### src/rtl/hazard_ctrl_if.sv
// Pipeline-to-hazard-controller bundle: hazard sources in, pipeline controls,
// watchdog flag and performance counters out. master = pipeline, slave = ctrl.
interface hazard_ctrl_if #(
  parameter int CNT_W = 32
);
  logic [4:0]       id_rs1;
  logic [4:0]       id_rs2;
  logic             id_use_rs1;
  logic             id_use_rs2;
  logic [4:0]       ex_rd;
  logic             ex_is_load;
  logic             ex_jb;
  logic             ex_muldiv_start;
  logic             muldiv_done;
  logic             im_stall;
  logic             dm_stall;
  logic             cacheStall;
  logic             jb;
  logic             stall;
  logic             pc_we;
  logic             hang_err;
  logic [CNT_W-1:0] cnt_load_use;
  logic [CNT_W-1:0] cnt_flush;
  logic [CNT_W-1:0] cnt_freeze;

  modport master (
    output id_rs1, id_rs2, id_use_rs1, id_use_rs2,
    output ex_rd, ex_is_load, ex_jb, ex_muldiv_start,
    output muldiv_done, im_stall, dm_stall,
    input  cacheStall, jb, stall, pc_we, hang_err,
    input  cnt_load_use, cnt_flush, cnt_freeze
  );

  modport slave (
    input  id_rs1, id_rs2, id_use_rs1, id_use_rs2,
    input  ex_rd, ex_is_load, ex_jb, ex_muldiv_start,
    input  muldiv_done, im_stall, dm_stall,
    output cacheStall, jb, stall, pc_we, hang_err,
    output cnt_load_use, cnt_flush, cnt_freeze
  );
endinterface

### src/rtl/hazard_ctrl.sv
// Hazard controller: load-use stall, EX branch flush, cache/muldiv freeze,
// freeze watchdog and perf counters. Ports: clk, rst (sync, low), hz (slave).
module hazard_ctrl #(
  parameter int TIMEOUT = 1024,
  parameter int CNT_W   = 32
) (
  input logic      clk,
  input logic      rst,
  hazard_ctrl_if.slave hz
);
  localparam int FW = $clog2(TIMEOUT) + 1;
  localparam logic [FW-1:0] TO_V = FW'(TIMEOUT);

  localparam logic [1:0] RUN     = 2'd0;
  localparam logic [1:0] MD_WAIT = 2'd1;
  localparam logic [1:0] MD_HOLD = 2'd2;

  logic [1:0]       state_q, state_d;
  logic [FW-1:0]    frz_run_q, frz_run_d;
  logic             hang_q, hang_d;
  logic [CNT_W-1:0] cnt_lu_q, cnt_lu_d;
  logic [CNT_W-1:0] cnt_fl_q, cnt_fl_d;
  logic [CNT_W-1:0] cnt_fz_q, cnt_fz_d;

  logic lu, cache, md_freeze, freeze;
  logic jb_o, stall_o;

  always_comb begin
    lu = hz.ex_is_load && (hz.ex_rd != 5'd0) &&
         ((hz.id_use_rs1 && (hz.id_rs1 == hz.ex_rd)) ||
          (hz.id_use_rs2 && (hz.id_rs2 == hz.ex_rd)));
    cache = hz.im_stall || hz.dm_stall;
    md_freeze = ((state_q == RUN) && hz.ex_muldiv_start) ||
                ((state_q == MD_WAIT) && !hz.muldiv_done);
    freeze  = cache || md_freeze;
    jb_o    = hz.ex_jb && !freeze;
    stall_o = lu && !freeze && !hz.ex_jb;
  end

  // A cache miss blocks the muldiv launch; a done that lands under a
  // cache miss parks in MD_HOLD so the held start cannot relaunch.
  always_comb begin
    state_d = state_q;
    case (state_q)
      RUN:
        if (hz.ex_muldiv_start && !cache) state_d = MD_WAIT;
      MD_WAIT:
        if (hz.muldiv_done) state_d = cache ? MD_HOLD : RUN;
      MD_HOLD:
        if (!cache) state_d = RUN;
      default:
        state_d = RUN;
    endcase
  end

  always_comb begin
    frz_run_d = '0;
    if (freeze)
      frz_run_d = (frz_run_q == TO_V) ? TO_V : frz_run_q + 1'b1;
    hang_d   = hang_q || (frz_run_d == TO_V);
    cnt_lu_d = cnt_lu_q + CNT_W'(stall_o);
    cnt_fl_d = cnt_fl_q + CNT_W'(jb_o);
    cnt_fz_d = cnt_fz_q + CNT_W'(freeze);
  end

  always_ff @(posedge clk) begin
    if (!rst) begin
      state_q   <= RUN;
      frz_run_q <= '0;
      hang_q    <= 1'b0;
      cnt_lu_q  <= '0;
      cnt_fl_q  <= '0;
      cnt_fz_q  <= '0;
    end else begin
      state_q   <= state_d;
      frz_run_q <= frz_run_d;
      hang_q    <= hang_d;
      cnt_lu_q  <= cnt_lu_d;
      cnt_fl_q  <= cnt_fl_d;
      cnt_fz_q  <= cnt_fz_d;
    end
  end

  assign hz.cacheStall   = freeze;
  assign hz.jb           = jb_o;
  assign hz.stall        = stall_o;
  assign hz.pc_we        = !freeze && !stall_o;
  assign hz.hang_err     = hang_q;
  assign hz.cnt_load_use = cnt_lu_q;
  assign hz.cnt_flush    = cnt_fl_q;
  assign hz.cnt_freeze   = cnt_fz_q;
endmodule

### src/flat_wrapper.sv
// flat-port wrapper written by rule: the top's interface ports become plain ports
module hazard_ctrl_flat 
#(
  parameter int TIMEOUT = 1024,
  parameter int CNT_W   = 32
)
  (clk, rst, hz_id_rs1, hz_id_rs2, hz_id_use_rs1, hz_id_use_rs2, hz_ex_rd, hz_ex_is_load, hz_ex_jb, hz_ex_muldiv_start, hz_muldiv_done, hz_im_stall, hz_dm_stall, hz_cacheStall, hz_jb, hz_stall, hz_pc_we, hz_hang_err, hz_cnt_load_use, hz_cnt_flush, hz_cnt_freeze);
  hazard_ctrl_if #(.CNT_W(CNT_W)) hz_i ();
  input logic clk;
  input logic rst;
  input wire logic [$bits(hz_i.id_rs1)-1:0] hz_id_rs1;
  input wire logic [$bits(hz_i.id_rs2)-1:0] hz_id_rs2;
  input wire logic [$bits(hz_i.id_use_rs1)-1:0] hz_id_use_rs1;
  input wire logic [$bits(hz_i.id_use_rs2)-1:0] hz_id_use_rs2;
  input wire logic [$bits(hz_i.ex_rd)-1:0] hz_ex_rd;
  input wire logic [$bits(hz_i.ex_is_load)-1:0] hz_ex_is_load;
  input wire logic [$bits(hz_i.ex_jb)-1:0] hz_ex_jb;
  input wire logic [$bits(hz_i.ex_muldiv_start)-1:0] hz_ex_muldiv_start;
  input wire logic [$bits(hz_i.muldiv_done)-1:0] hz_muldiv_done;
  input wire logic [$bits(hz_i.im_stall)-1:0] hz_im_stall;
  input wire logic [$bits(hz_i.dm_stall)-1:0] hz_dm_stall;
  output wire logic [$bits(hz_i.cacheStall)-1:0] hz_cacheStall;
  output wire logic [$bits(hz_i.jb)-1:0] hz_jb;
  output wire logic [$bits(hz_i.stall)-1:0] hz_stall;
  output wire logic [$bits(hz_i.pc_we)-1:0] hz_pc_we;
  output wire logic [$bits(hz_i.hang_err)-1:0] hz_hang_err;
  output wire logic [$bits(hz_i.cnt_load_use)-1:0] hz_cnt_load_use;
  output wire logic [$bits(hz_i.cnt_flush)-1:0] hz_cnt_flush;
  output wire logic [$bits(hz_i.cnt_freeze)-1:0] hz_cnt_freeze;
  assign hz_i.id_rs1 = hz_id_rs1;
  assign hz_i.id_rs2 = hz_id_rs2;
  assign hz_i.id_use_rs1 = hz_id_use_rs1;
  assign hz_i.id_use_rs2 = hz_id_use_rs2;
  assign hz_i.ex_rd = hz_ex_rd;
  assign hz_i.ex_is_load = hz_ex_is_load;
  assign hz_i.ex_jb = hz_ex_jb;
  assign hz_i.ex_muldiv_start = hz_ex_muldiv_start;
  assign hz_i.muldiv_done = hz_muldiv_done;
  assign hz_i.im_stall = hz_im_stall;
  assign hz_i.dm_stall = hz_dm_stall;
  assign hz_cacheStall = hz_i.cacheStall;
  assign hz_jb = hz_i.jb;
  assign hz_stall = hz_i.stall;
  assign hz_pc_we = hz_i.pc_we;
  assign hz_hang_err = hz_i.hang_err;
  assign hz_cnt_load_use = hz_i.cnt_load_use;
  assign hz_cnt_flush = hz_i.cnt_flush;
  assign hz_cnt_freeze = hz_i.cnt_freeze;
  hazard_ctrl #(.TIMEOUT(TIMEOUT), .CNT_W(CNT_W)) u_core (.clk(clk), .rst(rst), .hz(hz_i));
endmodule
### config.mk
export PLATFORM = sky130hd
export DESIGN_NAME = hazard_ctrl_flat
export DESIGN_NICKNAME = d
export VERILOG_FILES = /design/src/rtl/hazard_ctrl_if.sv /design/src/rtl/hazard_ctrl.sv /design/src/flat_wrapper.sv
export SDC_FILE = /design/constraint.sdc
export NUM_CORES = 1
export LEC_CHECK = 0
export BUFFER_PORTS_ARGS = -buffer_cell sky130_fd_sc_hd__buf_2
export CELL_PAD_IN_SITES_DETAIL_PLACEMENT = 1
export CELL_PAD_IN_SITES_GLOBAL_PLACEMENT = 1
export CORE_ASPECT_RATIO = 1.2
export CORE_MARGIN = 3
export CORE_UTILIZATION = 35
export CTS_CLUSTER_DIAMETER = 30
export DETAILED_ROUTE_END_ITERATION = 10
export PLACE_DENSITY_LB_ADDON = 0.1
export SYNTH_ARGS = -nofsm -noshare
export SYNTH_HDL_FRONTEND = slang
export SYNTH_SLANG_ARGS = --single-unit
### constraint.sdc
create_clock -name clk -period 3.8 [get_ports clk]
set_input_delay 1.14 -clock clk [delete_from_list [all_inputs] [get_ports clk]]
set_output_delay 1.14 -clock clk [all_outputs]
set_load 0.005 [all_outputs]
# [After elaboration in Yosys (flattened, before gate mapping)]
# Index checks and enable logic that the tools add are counted.
[totals] output_inout_bits=101 latchBits=0 elab_cells=50 mem_count=0 mem_bits_ro=0 regBits=110 ramBits=0
[op_classes] shifts=0 reduce_logical=24 eq_ne=9 n_addsub=4 order_cmp=0 bitwise_logic=0 multipliers=0 div=0 mux=7
[ops] operator="$add A32 B1 Y32" n=3
[ops] operator="$eq A11 B11 Y1 const B" n=2
[ops] operator="$mux W11" n=2
[ops] operator="$add A11 B1 Y11 const B" n=1
[ops] operator="$logic_and A1 B1 Y1" n=11
[ops] operator="$eq A5 B5 Y1" n=2
[ops] operator="$mux W2" n=4
[ops] operator="$ne A2 B2 Y1 const B" n=3
[ops] operator="$pmux W2 S3" n=1
[ops] operator="$logic_not A1 Y1" n=5
[ops] operator="$logic_or A1 B1 Y1" n=5
[ops] operator="$reduce_bool A5 Y1" n=1
[ops] operator="$reduce_and A3 Y1" n=1
[ops] operator="$eq A2 B1 Y1 const B" n=1
[ops] operator="$eq A2 B2 Y1 const B" n=1
[ops] operator="$logic_not A2 Y1" n=1

# [Logic depth before layout (Yosys ltp)]
# Gate-level depths: netlist (run 1).
[logic_depth] word_depth=9 mapped_depth=13 ltp_nobuf=12

# [Worst setup path after synthesis (run 1)]
# No wires, ideal clock.
[synth_timing] path_type="input -> register" startpoint="input port hz_ex_rd[1]" endpoint="register u_core.cnt_lu_q[28] (netlist: u_core.hz.cnt_load_use[28])" t_required_ns=3.685 path_slack_ns=0.311 arrival_ns=3.374 setup_ns=0.115 path_buffers=1 stages=13 cell_sequence="xnor2_1 -> nand4_1 -> o22ai_1 -> o2111ai_1 -> nor2_1 -> ha_1 -> ha_1 -> nand3_1 -> or4_4 -> buf_6 -> nor3_1 -> xor2_1 -> and2_1"
[synth_via] elab_chain_len=7
[synth_lines] item="start, declared" line="flat_wrapper.sv:15" rtl="input wire logic [$bits(hz_i.ex_rd)-1:0] hz_ex_rd;"
[synth_lines] item="$eq A5 B5 Y1, on equally long branches" line="hazard_ctrl.sv:30, hazard_ctrl.sv:31"
[synth_lines] item="$logic_and A1 B1 Y1, on equally long branches" line="hazard_ctrl.sv:30, hazard_ctrl.sv:31"
[synth_lines] item="$logic_or A1 B1 Y1" line="hazard_ctrl.sv:30" rtl="((hz.id_use_rs1 && (hz.id_rs1 == hz.ex_rd)) ||"
[synth_lines] item="$logic_and A1 B1 Y1 (*)" line="hazard_ctrl.sv:29" rtl="lu = hz.ex_is_load && (hz.ex_rd != 5'd0) &&"
[synth_lines] item="$logic_and A1 B1 Y1 (*) (2 in a row)" line="hazard_ctrl.sv:37" rtl="stall_o = lu && !freeze && !hz.ex_jb;"
[synth_lines] item="via hz_stall" line="flat_wrapper.sv:24" rtl="output wire logic [$bits(hz_i.stall)-1:0] hz_stall;"
[synth_lines] item="$add A32 B1 Y32 (*)" line="hazard_ctrl.sv:61" rtl="cnt_lu_d = cnt_lu_q + CNT_W'(stall_o);"
[synth_lines] item="end signal, assigned" line="hazard_ctrl.sv:78" rtl="cnt_lu_q <= cnt_lu_d;"
[synth_lines] item="end, declared" line="hazard_ctrl.sv:21" rtl="logic [CNT_W-1:0] cnt_lu_q, cnt_lu_d;"
# The timed path passes the listed nets; every way through them passes the cells marked *.
# A chain may end at the register's enable or synchronous reset.

# [Worst setup path in the final report (run 1)]
[layout_timing] startpoint="input port hz_ex_rd[0]" endpoint="output port hz_stall"
[layout_via] elab_chain_len=6
[layout_lines] item="$eq A5 B5 Y1, on equally long branches" line="hazard_ctrl.sv:30, hazard_ctrl.sv:31"
[layout_lines] item="$logic_and A1 B1 Y1, on equally long branches" line="hazard_ctrl.sv:30, hazard_ctrl.sv:31"
[layout_lines] item="$logic_or A1 B1 Y1" line="hazard_ctrl.sv:30"
[layout_lines] item="$logic_and A1 B1 Y1 (*)" line="hazard_ctrl.sv:29"
[layout_lines] item="$logic_and A1 B1 Y1 (*) (2 in a row)" line="hazard_ctrl.sv:37"
[layout_lines] item="end, declared" line="flat_wrapper.sv:24"
# Mark *: on every way between the ends. The rest lies on a longest branch, timed or not.

==> results of run 1 <==
==> area by class of cell <==
| cell class | instances | share of cell area, % |
|---|---|---|
| Inverter | 15 | 0.874 |
| Clock buffer | 12 | 3.83 |
| Timing Repair Buffer | 135 | 10.9 |
| Multi-Input combinational cell | 439 | 46.0 |
| Sequential cell | 110 | 34.2 |
| Clock inverter | 4 | 0.350 |
| Tap cell | 200 | 3.88 |
==> path summary, 6_finish.rpt <==
path,start,end,cells after the start
max reg2reg,u_core.state_q[0],u_core.hz.cnt_freeze[14],10
min,u_core.state_q[1],u_core.state_q[0],1
max,hz_ex_rd[0],hz_stall,7
min reg2reg,u_core.state_q[1],u_core.state_q[0],1
==> cells in the final DEF (no fill, tap or decap), types with 3 or more instances in the layout <==
master     synthesis  routed
nor2b_1            6       6
nand2_1           36      36
and4_1            14      14
dfxtp_1          110     110
nand4_1           33      33
clkbuf_16          0       9
inv_1             15      15
buf_2              3     125
ha_1               8       8
nand2b_1           6       6
nor3_1            17      17
xor2_1            45      45
nor4_2             6       6
or4_1              3       3
nor4_1            10      10
and2_1            79      79
nand3_1           35      35
and3_1            10      10
nor2_1            21      20
nor3b_1            4       4
xnor2_1           48      48
clkinv_2           0       3
o21ai_0           15      15
buf_4              0      10
a21boi_0           8       8
or3_1             10      10
==> power groups by stage <==
stage | sequential [mW] | clock [mW] | combinational (mW)
6_report | 1.17 | 0.888 | 0.0880
5_1_grt | 1.17 | 0.969 | 0.0992
4_1_cts | 1.17 | 0.930 | 0.0894
3_5_place_dp | 1.20 | 0 | 0.0887
3_3_place_gp | 1.20 | 0 | 0.0847
2_1_floorplan | 1.19 | 0 | 0.0493
==> registers in the layout, indices dropped and copies added, names as in the netlist <==
register,flops
u_core.hz.cnt_flush,32
u_core.hz.cnt_freeze,32
u_core.hz.cnt_load_use,32
u_core.frz_run_q,11
u_core.state_q,2
u_core.hz.hang_err,1
==> per-layer routing <==
| layer | up-vias | track usage [%] | wire, um |
|---|---|---|---|
| met5 | - | 0 | 0 |
| met4 | 0 | 6.83 | 299 |
| met3 | 17 | 3.81 | 484 |
| met2 | 84 | 28.0 | 6640 |
| met1 | 2218 | 20.7 | 6430 |
| li1 | 2281 | - | - |
==> logic make-up after synthesis <==
| kind of cell | count (synthesis) | share of synthesized area [%] |
|---|---|---|
| AO/OA/AOI/OAI | 37 | 4.41 |
| XOR/XNOR | 93 | 15.3 |
| adder cells (fa/ha/maj) | 8 | 1.89 |
| buffers and inverters | 37 | 2.97 |
| flip-flops | 110 | 41.5 |
| multiplexers | 4 | 0.801 |
| AND/OR/NAND/NOR | 297 | 33.1 |
==> timing repair <==
| item | 4_1_cts | 5_1_grt |
|---|---|---|
| setup endpoints to repair | 0 | 4 |
| hold endpoints to repair | 0 | 0 |
| buffers inserted | 0 | 1 |
| resized for setup | 0 | 3 |
==> worst register-to-register path, cell delays in order (launching register included) <==
cell and delay, ps:
dfxtp_1 350, a21o_1 160, o21ai_1 250, buf_4 210, ha_1 230, ha_1 280
nand2_1 120, nor3_1 450, nand4_1 170, xnor2_1 140, and2_1 150
==> metrics by stage <==
step	utilization [%]	power (mW)	cell area (sq um)
final	44.2	2.15	6440
after global routing	44.2	2.24	6440
after CTS	44.0	2.19	6420
after detailed placement	42.2	1.28	6150
after global placement	42.2	1.28	6150
after floorplan	-	1.24	5310
==> impl_metrics.py, run 1 <==
metrics = {
    "floorplanning": {
        "die_w_um": 118,
        "core_area_sq_mm": 0.0146,
        "rows": 48,
        "dieArea_sq_mm": 0.0167,
        "initial_core_util_pct": 36.4,
        "io_pins": 126,
        "die_height_um": 141,
    },
    "cts": {
        "cts_tree": "built",
        "hold_buffers": 0,
        "clk_pin_slew_worst_paths_ps": 70,
        "clk_path_buf_depth": 2,
        "cts-htree-levels": 3,
        "root_buffer": "clkbuf_16",
        "cts_made_buffers": 9,
        "clkLatencyLatePin_ps": 360,
        "cts_sinks": 110,
    },
    "power_and_ir_drop": {
        "swShare_pct": 22.7,
        "p_leak_nw": 2.86,
        "power_switching_mw": 0.486,
        "irDropWorstVdd_uv": 160,
        "seq_power_share_pct": 54.5,
        "pwr-share-clk_pct": 41.4,
        "power_density_mw_per_mm2": 333,
        "p_comb_share_pct": 4.1,
        "internal_power_mw": 1.66,
    },
    "critical_path": {
        "cpLargestDelayFamily": "simple AND/OR/NAND/NOR gates",
        "crit_fanout": 3,
        "critPathMaxStageDelay_ps": 540,
        "slowest_stage": "or4_1",
        "worst-path-buf-inv": 4,
        "cp.arrival_ps": 2490,
        "end_kind": "primary output",
        "cp.required_ps": 2660,
        "start_kind": "input port",
        "cp_cell_sequence": "buf_2 -> or4_1 -> o2111ai_2 -> nor2_2 -> buf_4 -> buf_4 -> buf_2",
        "rrSetupSlack_ps": 1180,
        "worst-setup-path-type": "input port to primary output",
    },
    "drt": {
        "first_pass_iters": 4,
        "drc": 0,
        "wl_per_cell_um": 15.1,
        "drt_iter0_drc": 134,
        "wl_um": 13900,
        "ant_nets": 0,
        "viasPerCell": 5.03,
        "vias": 4600,
    },
    "grt": {
        "grt_max_degree": 45,
        "grt_pass1_vias": 4679,
        "grt_usage_pct": 16.7,
        "grt_pass1_wl_um": 23000,
        "overflow": 0,
        "antenna_found_initial": 0,
    },
    "logic_synthesis": {
        "async_flop_share_pct": 0,
        "netlist_area_sq_mm": 0.00531,
        "ys_ff_latch": 110,
        "yosys_warnings": 0,
        "synth_common_cells": "dfxtp_1, and2_1, xnor2_1",
        "yosys.area.top_type": "dfxtp_1",
        "ys_seq_area_share_pct": 41.5,
        "synthCells": 586,
        "synthDominantCellAreaShare_pct": 41.5,
        "synth_cell_types": 42,
        "yosys-top-cells-area": "dfxtp_1, and2_1, xnor2_1",
        "synth_nets": 619,
        "synth-edff-count": 0,
        "synth.most_common_cell": "dfxtp_1",
        "avgSynthCellArea_sq_um": 9.06,
        "synth_top_flop_cell": "dfxtp_1",
    },
    "finish": {
        "seqCellArea_sq_mm": 0.00220,
        "multi_input_area_sq_mm": 0.00297,
        "n_fill_cell": 1773,
        "finalNonFillerCells": 915,
        "nets": 743,
        "area_growth_pct": 21.3,
        "antennaDiodeCount": 0,
        "drive_gt1_share_pct": 23.2,
    },
    "timing": {
        "slew_violations": 0,
        "rsz0062_at_grt": "no",
        "hold_slack_ps": 468,
        "timing.setup.tns_ps": 0,
        "setup_viol_count_final": 0,
        "final.min_clock_period_ps": 3630,
        "final.setup.worst_slack_ps": 169,
        "hold_viol": 0,
        "relSlewSlack_pct": 44.0,
        "clock-skew-final_ps": 9.05,
        "min_period_over_period_pct": 95.6,
        "clock.fmax_ghz": 0.275,
        "max_slew.worst_pin.slew_ps": 836,
    },
    "placed_design": {
        "io_buffer_count": 125,
        "hpwl_um": 10200,
        "place_ws_ps": -191,
        "place_inst": 898,
        "place_congestion": 0.850,
    },
    "min_path": {
        "min-delay-path-class": "register to register",
    },
    "status": {
        "status": "finished clean",
    },
    "job": {
        "maxCapViolCount": 0,
    },
}
Note: power is estimated with default switching activity, not from simulation.
==> run 2, diff against run 1 <==
--- a/config.mk
+++ b/config.mk
@@ -14,6 +14,7 @@
 export CTS_CLUSTER_DIAMETER = 30
 export DETAILED_ROUTE_END_ITERATION = 10
 export PLACE_DENSITY_LB_ADDON = 0.1
+export REMOVE_ABC_BUFFERS = 1
 export SYNTH_ARGS = -nofsm -noshare
 export SYNTH_HDL_FRONTEND = slang
 export SYNTH_SLANG_ARGS = --single-unit
==> run 2 against run 1 <==
Net effect: flip-flop and latch count is the same; utilization grew 0.45 points; sequential power barely moved; routed wire length stayed put; power is 8.9% higher; final cell count is 0.11% lower; first-iteration DRC count grew 33%; worst setup slack lost 37 ps; via count barely moved; clock power rose by 22%; combinational power up 1%; largest cell class unchanged.
==> impl_metrics.py, run 2 (same netlist as run 1, synthesis figures left out) <==
metrics = {
    "status": {
        "status": "finished clean",
    },
    "placed_design": {
        "place_ws_ps": -70.3,
        "io_buffer_count": 125,
        "hpwl_um": 10200,
        "place_inst": 899,
        "place_congestion": 0.837,
    },
    "cts": {
        "hold_buffers": 0,
        "cts_tree": "built",
        "clk_pin_slew_worst_paths_ps": 70,
        "cts.repair.resized": 0,
        "postCtsSetupRepairBufs": 0,
        "root_buffer": "clkbuf_16",
        "cts_sinks": 110,
        "cts_made_buffers": 9,
        "cts-htree-levels": 3,
        "clk_path_buf_depth": 2,
        "clkLatencyLatePin_ps": 350,
    },
    "critical_path": {
        "start_kind": "input port",
        "reg2reg_to": "u_core.hz.cnt_load_use[31]",
        "rrSetupSlack_ps": 1190,
        "worst-setup-path-type": "input port to primary output",
        "crit_fanout": 3,
        "cp.arrival_ps": 2530,
        "cp.required_ps": 2660,
        "regToRegStartpoint": "u_core.state_q[0]",
        "reg2regPathDepth": 10,
        "end_kind": "primary output",
    },
    "grt": {
        "grt_pass1_wl_um": 23400,
        "overflow": 0,
        "grt_usage_pct": 16.8,
        "grt_max_degree": 106,
        "antenna_found_initial": 0,
        "grt_pass1_vias": 4762,
    },
    "drt": {
        "wl_um": 13900,
        "first_pass_iters": 4,
        "wl_per_cell_um": 15.2,
        "drc": 0,
        "drt_iter0_drc": 178,
        "vias": 4597,
        "ant_nets": 0,
        "viasPerCell": 5.03,
    },
    "timing": {
        "setup_viol_count_final": 0,
        "min_period_over_period_pct": 96.5,
        "hold_viol": 0,
        "clock.fmax_ghz": 0.273,
        "relSlewSlack_pct": 42.9,
        "final.min_clock_period_ps": 3670,
        "slew_violations": 0,
        "final.setup.worst_slack_ps": 131,
        "rsz0062_at_grt": "no",
        "max_slew.worst_pin.slew_ps": 853,
        "clock-skew-final_ps": 7.77,
    },
    "finish": {
        "final_cell_mix": "buf_2, dfxtp_1, and2_1",
        "antennaDiodeCount": 0,
        "drive_gt1_share_pct": 22.8,
        "n_fill_cell": 1763,
        "nets": 743,
        "multi_input_area_sq_mm": 0.00295,
        "final_common_cell": "buf_2",
        "seqCellArea_sq_mm": 0.00220,
        "finalNonFillerCells": 914,
        "area_growth_pct": 22.6,
    },
    "min_path": {
        "hold_start": "u_core.state_q[1]",
        "hold-path-cell-count": 1,
        "min-delay-path-class": "register to register",
        "hold_path_end": "u_core.state_q[0]",
    },
    "power_and_ir_drop": {
        "power_switching_mw": 0.478,
        "seq_power_share_pct": 50.0,
        "swShare_pct": 20.5,
        "internal_power_mw": 1.86,
        "p_comb_share_pct": 3.8,
        "p_leak_nw": 2.89,
        "finalPower_mw": 2.34,
        "pwr-share-clk_pct": 46.2,
        "irDropWorstVdd_uv": 230,
        "power_density_mw_per_mm2": 359,
    },
    "floorplanning": {
        "die_w_um": 118,
        "dieArea_sq_mm": 0.0167,
        "initial_core_util_pct": 36.4,
        "rows": 48,
        "core_area_sq_mm": 0.0146,
        "die_height_um": 141,
        "io_pins": 126,
    },
    "job": {
        "maxCapViolCount": 0,
    },
}
[run 2: final cells by class]
| type | count | area share [%] |
|---|---|---|
| multi-input combinational | 439 | 45.3 |
| tap | 200 | 3.84 |
| clock inverter | 4 | 1.46 |
| sequential | 110 | 33.8 |
| inverter | 15 | 0.865 |
| clock buffer | 11 | 3.73 |
| timing repair buffer | 135 | 11.0 |
[run 2: worst max-delay path by stage]
stage | from | endpoint | slack, ps | cells past startpoint
global route | hz_ex_rd[0] | hz_stall | 30 | 7
floorplan | hz_ex_rd[1] | u_core.hz.cnt_load_use[31] | 340 | 11
detailed placement | hz_ex_rd[2] | u_core.hz.cnt_load_use[31] | -70 | 13
CTS | hz_ex_rd[0] | hz_stall | 110 | 7
global placement | hz_ex_rd[1] | u_core.hz.cnt_load_use[31] | 10 | 13
finish | hz_ex_rd[0] | hz_stall | 130 | 7
[run 2: stage by stage]
step | util (%) | cell area, sq um | hold slack [ps] | TNS (ps)
after floorplan | - | 5210 | 428 | 0
after global placement | 42.3 | 6170 | 434 | 0
after detailed placement | 42.3 | 6170 | 466 | -208
after CTS | 44.6 | 6510 | 487 | 0
after global routing | 44.6 | 6510 | 499 | 0
final | 44.6 | 6510 | 482 | 0
[run 2: layer usage]
metal | global-route usage [%] | wire length [um]
met1 | 20.0 | 6150
met5 | 0 | 0
met3 | 3.65 | 509
met4 | 5.37 | 214
met2 | 30.1 | 6980
[run 2: power by group through the flow]
stage | sequential (mW) | clock (mW) | combinational (mW)
2_1_floorplan | 1.19 | 0 | 0.0393
3_3_place_gp | 1.20 | 0 | 0.0878
3_5_place_dp | 1.20 | 0 | 0.0915
4_1_cts | 1.17 | 1.12 | 0.0917
5_1_grt | 1.17 | 1.16 | 0.101
6_report | 1.17 | 1.08 | 0.0890
[run 2: critical path: stages]
cell	delay, ps
buf_2	120
buf_4	130
or4_1	510
o2111ai_1	230
nor2_1	120
buf_4	140
buf_2	130
==> run 3, diff against run 2 <==
--- a/config.mk
+++ b/config.mk
@@ -10,7 +10,7 @@
 export CELL_PAD_IN_SITES_GLOBAL_PLACEMENT = 1
 export CORE_ASPECT_RATIO = 1.2
 export CORE_MARGIN = 3
-export CORE_UTILIZATION = 35
+export CORE_UTILIZATION = 40
 export CTS_CLUSTER_DIAMETER = 30
 export DETAILED_ROUTE_END_ITERATION = 10
 export PLACE_DENSITY_LB_ADDON = 0.1
==> run 3 against run 2 <==
Net effect: combinational power decreased by 2%; clock skew rose by 0.69 ps; routed wire length fell by 2.4%; worst setup slack improved by 180 ps; critical path depth increased by 5; register-to-register slack improved by 20 ps; via count is 0.30% lower; final cell count down 4.0%; sequential share of layout area grew 0.42 points; critical endpoint is now u_core.hz.cnt_load_use[31]; largest power group unchanged; highest routed layer unchanged.
==> impl_metrics.py, run 3 (same netlist as run 1, synthesis figures left out) <==
metrics = {
    "placed_design": {
        "place_congestion": 0.807,
        "hpwl_um": 10100,
        "io_buffer_count": 125,
        "place_ws_ps": -59.6,
    },
    "drt": {
        "first_pass_iters": 4,
        "wl_per_cell_um": 15.4,
        "drt_iter0_drc": 246,
        "wl_um": 13500,
        "vias": 4583,
        "ant_nets": 0,
        "drc": 0,
        "viasPerCell": 5.23,
    },
    "timing": {
        "rsz0062_at_grt": "no",
        "clock-skew-final_ps": 8.46,
        "slew_violations": 0,
        "final.setup.worst_slack_ps": 309,
        "relSlewSlack_pct": 45.9,
        "hold_viol": 0,
        "max_slew.worst_pin.slew_ps": 808,
        "clock.fmax_ghz": 0.286,
        "final.min_clock_period_ps": 3490,
        "setup_viol_count_final": 0,
        "min_period_over_period_pct": 91.9,
    },
    "power_and_ir_drop": {
        "swShare_pct": 21.1,
        "power_switching_mw": 0.484,
        "seq_power_share_pct": 51.0,
        "internal_power_mw": 1.81,
        "p_leak_nw": 2.88,
        "p_comb_share_pct": 3.8,
        "pwr-share-clk_pct": 45.2,
        "power_density_mw_per_mm2": 356,
        "irDropWorstVdd_uv": 202,
        "finalPower_mw": 2.29,
    },
    "floorplanning": {
        "die_w_um": 111,
        "initial_core_util_pct": 41.4,
        "die_height_um": 132,
        "core_area_sq_mm": 0.0128,
        "io_pins": 126,
        "rows": 45,
        "dieArea_sq_mm": 0.0147,
    },
    "finish": {
        "final_common_cell": "buf_2",
        "n_fill_cell": 1534,
        "seqCellArea_sq_mm": 0.00220,
        "nets": 742,
        "drive_gt1_share_pct": 22.9,
        "antennaDiodeCount": 0,
        "multi_input_area_sq_mm": 0.00295,
        "area_growth_pct": 21.1,
        "final_cell_mix": "buf_2, dfxtp_1, and2_1",
    },
    "cts": {
        "cts_tree": "built",
        "clk_pin_slew_worst_paths_ps": 70,
        "cts.repair.resized": 0,
        "postCtsSetupRepairBufs": 0,
        "clk_path_buf_depth": 2,
        "cts_sinks": 110,
        "hold_buffers": 0,
        "root_buffer": "clkbuf_16",
        "cts-htree-levels": 3,
        "cts_made_buffers": 9,
        "clkLatencyLatePin_ps": 350,
    },
    "critical_path": {
        "cp.arrival_ps": 3730,
        "cp.required_ps": 4040,
        "path_common_cell": "nand4_1",
        "cp_cell_sequence": "buf_2 -> xnor2_1 -> nand4_1 -> o22ai_1 -> o2111ai_1 -> nor2_1 -> ha_1 -> nand4_1 -> or4_1 -> nor4_2 -> xor2_1 -> and2_1",
        "crit_fanout": 10,
        "end_kind": "register",
        "worst-path-buf-inv": 1,
        "critPathMaxStageDelay_ps": 730,
        "start_kind": "input port",
        "worst-setup-path-type": "input port to register",
        "cpLargestDelayFamily": "simple AND/OR/NAND/NOR gates",
        "slowest_stage": "or4_1",
    },
    "job": {
        "maxCapViolCount": 0,
    },
    "grt": {
        "antenna_found_initial": 0,
        "grt_usage_pct": 18.5,
        "grt_max_degree": 50,
        "grt_pass1_wl_um": 22900,
        "overflow": 0,
        "grt_pass1_vias": 4739,
    },
    "status": {
        "status": "finished clean",
    },
    "min_path": {
        "min-delay-path-class": "register to register",
    },
}
[run 3: per-layer routing]
metal,routed length (um),part of all wire (%),track usage [%],up-vias
li1,-,-,-,2270
met1,5800,43,21.8,2228
met2,7000,52,33.3,74
met3,506,3.7,3.35,11
met4,200,1.5,6.83,0
met5,0,0,0,-
[run 3: path summary, 6_finish.rpt]
kind / start / endpoint / slack (ps) / cells after the start
min: u_core.state_q[1] / u_core.state_q[0] / 470 / 1
max: hz_ex_rd[3] / u_core.hz.cnt_load_use[31] / 310 / 12
max reg2reg: u_core.state_q[0] / u_core.hz.cnt_load_use[31] / 1210 / 9
min reg2reg: u_core.state_q[1] / u_core.state_q[0] / 470 / 1
[run 3: area by class of cell]
type	count	area share, %
well taps	164	3.19
inverters	15	0.876
clock buffers	11	3.93
flip-flops and latches	110	34.2
repair buffers	134	10.8
multi-input cells	439	45.9
clock inverters	4	1.09
[run 3: stage by stage]
step / hold WS, ps / TNS [ps] / area [sq um] / util [%] / cells
2_1_floorplan: 428 / 0 / 5210 / - / 564
3_3_place_gp: 437 / 0 / 6110 / 47.6 / 862
3_5_place_dp: 458 / -98.2 / 6110 / 47.6 / 862
4_1_cts: 469 / 0 / 6430 / 50.1 / 877
5_1_grt: 513 / 0 / 6430 / 50.1 / 877
6_report: 468 / 0 / 6430 / 50.1 / 877
[run 3: power groups by stage]
stage | logic [mW] | clock network, mW | registers (mW)
floorplan | 0.0393 | 0 | 1.19
global placement | 0.0844 | 0 | 1.19
detailed placement | 0.0889 | 0 | 1.20
CTS | 0.0894 | 1.06 | 1.17
global route | 0.0997 | 1.11 | 1.17
finish | 0.0870 | 1.04 | 1.17
